--- src/rtl/rst_pkg.sv ---
// -----------------------------------------------------------------------------
// rst_pkg
// Shared definitions for the reset sequencer: FSM state encoding, reset-cause
// codes and a small elaboration-time helper used to size counters.
// -----------------------------------------------------------------------------
package rst_pkg;

    // Sequencer states.
    //   ST_WAIT_LOCK : everything held in reset until the PLL reports lock
    //   ST_STRETCH   : lock seen, all channels held for a fixed stretch time
    //   ST_RELEASE   : channels released one by one, staggered in time
    //   ST_RUN       : all channels out of reset
    typedef enum logic [1:0] {
        ST_WAIT_LOCK = 2'd0,
        ST_STRETCH   = 2'd1,
        ST_RELEASE   = 2'd2,
        ST_RUN       = 2'd3
    } rst_state_t;

    // Last reset cause, as reported on the cause output.
    typedef logic [1:0] cause_t;

    localparam cause_t CAUSE_EXT  = 2'b01;  // external wb_rst
    localparam cause_t CAUSE_LOCK = 2'b10;  // PLL lock lost
    localparam cause_t CAUSE_SW   = 2'b11;  // software request

    // Larger of two integers; used to size the shared stretch/stagger counter.
    function automatic int max_int(input int a, input int b);
        return (a > b) ? a : b;
    endfunction

endpackage : rst_pkg

--- src/rtl/sync_ff.sv ---
// -----------------------------------------------------------------------------
// sync_ff
// Multi-stage flip-flop synchroniser for a single asynchronous input.
// Reusable for any slow, level-type asynchronous signal.
//
// Parameters
//   STAGES : number of flip-flop stages (>= 2)
//
// Ports
//   clk : destination clock
//   rst : asynchronous active-high reset, clears every stage to 0
//   d   : asynchronous input
//   q   : synchronised output (last stage)
// -----------------------------------------------------------------------------
module sync_ff #(
    parameter int STAGES = 2
) (
    input  logic clk,
    input  logic rst,
    input  logic d,
    output logic q
);

    logic [STAGES-1:0] stage_reg;

    // Plain shift chain: bit 0 samples the asynchronous input, each later
    // stage gives the previous one a full cycle to resolve metastability.
    always_ff @(posedge clk or posedge rst) begin
        if (rst) begin
            stage_reg <= '0;
        end else begin
            stage_reg <= {stage_reg[STAGES-2:0], d};
        end
    end

    assign q = stage_reg[STAGES-1];

endmodule : sync_ff

--- src/rtl/rst_seq.sv ---
// -----------------------------------------------------------------------------
// rst_seq
// Power-on / lock-driven reset sequencer. Holds N_CH reset channels asserted
// until the PLL is locked, stretches the reset for STRETCH cycles, then
// releases the channels in order (bit 0 first) STAGGER cycles apart. Lock
// loss, a software request or the external reset re-assert all channels and
// the last cause is reported on cause. rst_out[0] is meant to drive the reset
// of the CPU subsystem, so the CPU leaves reset first.
//
// Parameters
//   N_CH        : number of reset channels (>= 1)
//   STRETCH     : cycles all channels stay asserted after lock is seen (>= 1)
//   STAGGER     : cycles between successive channel releases (>= 1)
//   SYNC_STAGES : synchroniser depth for pll_locked (>= 2)
//
// Ports
//   wb_clk     : single clock for all logic
//   wb_rst     : asynchronous active-high reset
//   pll_locked : PLL lock indication, asynchronous to wb_clk
//   sw_rst_req : software reset request, single-cycle pulse on wb_clk
//   rst_out    : per-channel active-high reset, bit 0 released first
//   ready      : high when every channel is released
//   cause      : last reset cause (01 external, 10 lock loss, 11 software)
// -----------------------------------------------------------------------------
module rst_seq
    import rst_pkg::*;
#(
    parameter int N_CH        = 3,
    parameter int STRETCH     = 16,
    parameter int STAGGER     = 4,
    parameter int SYNC_STAGES = 2
) (
    input  logic            wb_clk,
    input  logic            wb_rst,
    input  logic            pll_locked,
    input  logic            sw_rst_req,
    output logic [N_CH-1:0] rst_out,
    output logic            ready,
    output logic [1:0]      cause
);

    // One counter serves both the stretch and the stagger phases, so it is
    // sized for the longer of the two. The extra bit keeps terminal values
    // representable without wrap.
    localparam int CW = $clog2(max_int(STRETCH, STAGGER)) + 1;
    localparam int IW = $clog2(N_CH) + 1;

    localparam logic [CW-1:0] STRETCH_LAST = CW'(STRETCH - 1);
    localparam logic [CW-1:0] STAGGER_LAST = CW'(STAGGER - 1);
    localparam logic [IW-1:0] IDX_LAST     = IW'(N_CH - 1);
    // Channel 0 is released on leaving STRETCH, so RELEASE starts at 1.
    localparam logic [IW-1:0] IDX_SECOND   = IW'(1);

    // -------------------------------------------------------------------------
    // Lock synchroniser
    // -------------------------------------------------------------------------
    logic lock_s;

    sync_ff #(
        .STAGES (SYNC_STAGES)
    ) u_lock_sync (
        .clk (wb_clk),
        .rst (wb_rst),
        .d   (pll_locked),
        .q   (lock_s)
    );

    // -------------------------------------------------------------------------
    // Sequencer state
    // -------------------------------------------------------------------------
    rst_state_t      state_reg;
    logic [CW-1:0]   cnt_reg;
    logic [IW-1:0]   idx_reg;
    logic [N_CH-1:0] rst_out_reg;
    logic            ready_reg;
    cause_t          cause_reg;

    // One-hot select of the channel addressed by idx_reg; used to clear
    // exactly that channel when its stagger slot expires.
    logic [N_CH-1:0] release_sel;

    generate
        for (genvar gi = 0; gi < N_CH; gi++) begin : g_release_sel
            assign release_sel[gi] = (idx_reg == IW'(gi));
        end
    endgenerate

    logic stretch_done;
    logic stagger_done;
    logic last_channel;
    logic lock_lost;
    logic sw_abort;

    assign stretch_done = (cnt_reg == STRETCH_LAST);
    assign stagger_done = (cnt_reg == STAGGER_LAST);
    assign last_channel = (idx_reg == IDX_LAST);

    // Lock loss only matters once we have left WAIT_LOCK; it takes priority
    // over a software request arriving in the same cycle.
    assign lock_lost = (state_reg != ST_WAIT_LOCK) && !lock_s;
    assign sw_abort  = (state_reg == ST_RUN) && sw_rst_req;

    always_ff @(posedge wb_clk or posedge wb_rst) begin
        if (wb_rst) begin
            state_reg   <= ST_WAIT_LOCK;
            cnt_reg     <= '0;
            idx_reg     <= '0;
            rst_out_reg <= '1;
            ready_reg   <= 1'b0;
            cause_reg   <= CAUSE_EXT;
        end else if (lock_lost) begin
            state_reg   <= ST_WAIT_LOCK;
            cnt_reg     <= '0;
            idx_reg     <= '0;
            rst_out_reg <= '1;
            ready_reg   <= 1'b0;
            cause_reg   <= CAUSE_LOCK;
        end else if (sw_abort) begin
            // PLL is still locked, so skip WAIT_LOCK and restart the stretch.
            state_reg   <= ST_STRETCH;
            cnt_reg     <= '0;
            idx_reg     <= '0;
            rst_out_reg <= '1;
            ready_reg   <= 1'b0;
            cause_reg   <= CAUSE_SW;
        end else begin
            unique case (state_reg)
                ST_WAIT_LOCK: begin
                    rst_out_reg <= '1;
                    ready_reg   <= 1'b0;
                    cnt_reg     <= '0;
                    idx_reg     <= '0;
                    if (lock_s) begin
                        state_reg <= ST_STRETCH;
                    end
                end

                ST_STRETCH: begin
                    if (stretch_done) begin
                        // Channel 0 leaves reset on the same edge we leave
                        // STRETCH; with a single channel we are done.
                        rst_out_reg[0] <= 1'b0;
                        cnt_reg        <= '0;
                        if (N_CH == 1) begin
                            state_reg <= ST_RUN;
                            ready_reg <= 1'b1;
                        end else begin
                            state_reg <= ST_RELEASE;
                            idx_reg   <= IDX_SECOND;
                        end
                    end else begin
                        cnt_reg <= cnt_reg + 1'b1;
                    end
                end

                ST_RELEASE: begin
                    if (stagger_done) begin
                        // Clearing bits only (AND with inverted select) keeps
                        // rst_out monotonic within a sequence.
                        rst_out_reg <= rst_out_reg & ~release_sel;
                        cnt_reg     <= '0;
                        if (last_channel) begin
                            state_reg <= ST_RUN;
                            ready_reg <= 1'b1;
                        end else begin
                            idx_reg <= idx_reg + 1'b1;
                        end
                    end else begin
                        cnt_reg <= cnt_reg + 1'b1;
                    end
                end

                ST_RUN: begin
                    // Hold; exits are handled by the abort branches above.
                    rst_out_reg <= '0;
                    ready_reg   <= 1'b1;
                end

                default: begin
                    state_reg   <= ST_WAIT_LOCK;
                    rst_out_reg <= '1;
                    ready_reg   <= 1'b0;
                end
            endcase
        end
    end

    // All outputs come straight from flops.
    assign rst_out = rst_out_reg;
    assign ready   = ready_reg;
    assign cause   = cause_reg;

endmodule : rst_seq

--- config.mk ---
export PLATFORM = sky130hd
export DESIGN_NAME = rst_seq
export DESIGN_NICKNAME = d
export VERILOG_FILES = /design/src/rtl/rst_pkg.sv /design/src/rtl/sync_ff.sv /design/src/rtl/rst_seq.sv
export SDC_FILE = /design/constraint.sdc
export NUM_CORES = 1
export LEC_CHECK = 0
export CORE_UTILIZATION = 40
export DETAILED_ROUTE_END_ITERATION = 7
export GPL_TIMING_DRIVEN = 1
export SLEW_MARGIN = 20
export SYNTH_ARGS = -nofsm -noshare
export SYNTH_HDL_FRONTEND = slang
export SYNTH_SLANG_ARGS = --single-unit
--- constraint.sdc ---
create_clock -name wb_clk -period 2 [get_ports wb_clk]
set_input_delay 0.3 -clock wb_clk [delete_from_list [all_inputs] [get_ports wb_clk]]
set_output_delay 0.3 -clock wb_clk [all_outputs]
set_load 0.03 [all_outputs]
==> flow_summary_export.csv, run 1 <==
group,metric,value,unit
critical_path,r2r_cells,5,
critical_path,worstSetupPathType,"register to register",
power_and_ir_drop,irDropWorstVdd,0.963,mV
critical_path,cp-end-kind,"register",
layout,final_layout_size_suffix_gt1_frac,0.310,
die,floorplan.rows,19,
outcome,outcome,"finished, final reports clean",
clocking,htree_num_levels,1,
die,coreArea,0.00276,mm²
timing,rsz0062_at_grt,"no",
critical_path,crit_arrival,2120,ps
timing,fin_crit,1930,ps
logic_synthesis,async_flop_share,1.00,
logic_synthesis,synth-seq-cells,18,
global_route,antenna_found_initial,0,
critical_path,rrSetupSlack,70,ps
layout,multi_input_area,686,µm²
routing,drt-pass1-iter-count,4,
critical_path,cp_data_required_time,2190,ps
layout,final_cells,173,
timing,tns,0,ps
timing,fmax,518,MHz
routing,wl_per_cell,13.9,µm
critical_path,slowest_stage,"or4b_4",
timing,tightest_slew,480,ps
logic_synthesis,syn-mean-instance-area,10.2,µm²
die,die_h,55.9,µm
critical_path,cp_cell_sequence,"ha_2 > or4b_4 > o21ai_2 > and3_4 > mux2_4",
logic_synthesis,syn_inst,114,
die,initial_core_util,0.422,
clocking,cts_tree,"built",
min_path,hold_path.class,"primary input to async pin",
timing,finalHoldViolations,0,
power_and_ir_drop,p_leak,0.682,nW
routing,drc,0,
global_route,grt_overflow,0,
clocking,cts.sinks,18,
global_route,grt_pass1_wl,4410,µm
timing,final_max_slew_viol_count,0,
logic_synthesis,synth_fp_nets,131,
timing,skew,6.27,ps
routing,via_count,933,
placement,dp_hpwl,1900,µm
routing,viasPerCell,5.39,
critical_path,max_stage_delay,510,ps
logic_synthesis,synthesis.area,0.00116,mm²
critical_path,startpoint_type,"register",
routing,drtIter0Drc,24,
layout,diodes,0,
logic_synthesis,ys_seq_area_frac,0.392,
clocking,clock_path_buffers,2,
die,die_area,0.00313,mm²
global_route,grt_pass1_vias,977,
power_and_ir_drop,power.density,1400,mW/mm²
timing,max_slew_margin,0.676,
placement,port_buffers,9,
clocking,clock_latency,290,ps
placement,place_congestion,0.871,
layout,fillCellCount,241,
layout,seqCellArea,455,µm²
timing,min_period_over_period,0.965,
routing,drt_wl_total,2400,µm
logic_synthesis,synth_ff_type,"dfrtp_1",
die,die_w,55.9,µm
layout,finalNetCount,161,
clocking,root_buffer,"clkbuf_4",
logic_synthesis,yosysWarnings,0,
critical_path,cp_max_fo,5,
timing,setup-violations-final,0,
layout,largest_reg_flops,5,
clocking,clk_pin_slew,100,ps
job,cap_viol_max_count,0,
logic_synthesis,synth_edf_count,0,
routing,ant_nets,0,
logic_synthesis,ys_types,45,
layout,area_delta_synth_final,26.0,%
global_route,grt_max_degree,19,
clocking,cts_buffers,3,
placement,dp.cells,169,
die,design.portCount,10,
global_route,track_usage,0.183,
[power by group]
| part | switching [W] | internal (W) |
|---|---|---|
| Combinational | 0.000682 | 0.000645 |
| Sequential | 0.0000558 | 0.000487 |
| Clock | 0.000105 | 0.0000701 |
[critical path: cells and delay by family, from the launching register on]
| family | cells | cell delay (ps) |
|---|---|---|
| adders and majority gates | 1 | 230 |
| DFF | 1 | 390 |
| AOI/OAI and AO/OA | 1 | 180 |
| and+or+nand+nor | 2 | 740 |
| muxes | 1 | 300 |
[stage by stage]
stage	util	setup WS [ps]	cell area [µm²]	power, W	hold WS, ps
4_1_cts	0.519	8.84	1430	0.00202	324
5_1_grt	0.531	2.11	1470	0.00223	343
6_report	0.531	69.3	1470	0.00205	322
3_3_place_gp	0.510	57.6	1410	0.00181	333
2_1_floorplan	-	43.5	1160	0.00137	236
3_5_place_dp	0.510	18.5	1410	0.00183	335
[cells by family after synthesis]
logic type               count (synthesis)  synth area share
AO/OA/AOI/OAI                           27             0.175
adder cells (fa/ha/maj)                 13             0.140
buffers and inverters                   13            0.0420
flip-flops                              18             0.392
multiplexers                             4            0.0398
AND/OR/NAND/NOR                         39             0.211
[worst paths after layout]
kind / endpoint / from
worst max-delay path: idx_reg[0] / cnt_reg[0]
worst min-delay path: idx_reg[0] / wb_rst
worst max register to register: idx_reg[0] / cnt_reg[0]
worst min register to register: u_lock_sync.stage_reg[1] / u_lock_sync.stage_reg[0]
max in group asynchronous: rst_out[1] / wb_rst
min in group wb_clk: u_lock_sync.stage_reg[1] / u_lock_sync.stage_reg[0]
[synthesized netlist by cell type (3+ instances only)]
cell / count / area [µm²]
o31ai_1: 3 / 22.5
dfrtp_1: 14 / 350
nand3_1: 4 / 20.0
ha_1: 13 / 163
nor2b_1: 4 / 25.0
o21ai_0: 4 / 20.0
nand2_1: 6 / 22.5
nor2_1: 6 / 22.5
inv_1: 12 / 45.0
dfstp_2: 4 / 105
[routing by layer]
| layer | vias to the layer above | part of all wire | global-route usage | routed length [µm] |
|---|---|---|---|---|
| met2 | 10 | 0.48 | 0.299 | 1160 |
| li1 | 468 | - | - | - |
| met3 | 5 | 0.021 | 0.0279 | 50 |
| met5 | - | 0 | 0 | 0 |
| met4 | 0 | 0.018 | 0.0732 | 44 |
| met1 | 450 | 0.48 | 0.244 | 1150 |
[layout make-up]
| type | instances | share of cell area |
|---|---|---|
| clock buffers | 3 | 0.0154 |
| inverters | 12 | 0.0307 |
| multi-input cells | 83 | 0.468 |
| flip-flops and latches | 18 | 0.311 |
| well taps | 31 | 0.0265 |
| repair buffers | 26 | 0.149 |
[repair_timing]
| item | 4_1_cts | 5_1_grt |
|---|---|---|
| endpoints found under the setup margin | 0 | 6 |
| hold endpoints to repair | 0 | 0 |
| resized for setup | 0 | 5 |
| hold buffers | 0 | 0 |
| setup buffers | 0 | 1 |
[cell usage in the layout, fill, tap and decap left out, types with 3 or more instances in the layout]
cell	count
dfstp_2	4
nor2_1	6
nand2_1	6
o31ai_1	3
ha_1	12
o21ai_0	4
dfrtp_1	14
buf_4	17
clkbuf_4	3
clkdlybuf4s50_1	9
inv_1	12
nand3_1	3
nor2b_1	4
No activity file was read; power rests on OpenSTA's default activity.
==> run 2: changes to the inputs <==
--- a/config.mk
+++ b/config.mk
@@ -8,6 +8,7 @@
 export CORE_UTILIZATION = 40
 export DETAILED_ROUTE_END_ITERATION = 7
 export GPL_TIMING_DRIVEN = 1
+export HOLD_SLACK_MARGIN = 0.15
 export SLEW_MARGIN = 20
 export SYNTH_ARGS = -nofsm -noshare
 export SYNTH_HDL_FRONTEND = slang
==> results of run 2 <==
The final DEF is identical to that of run 1; final timing and power are the same.
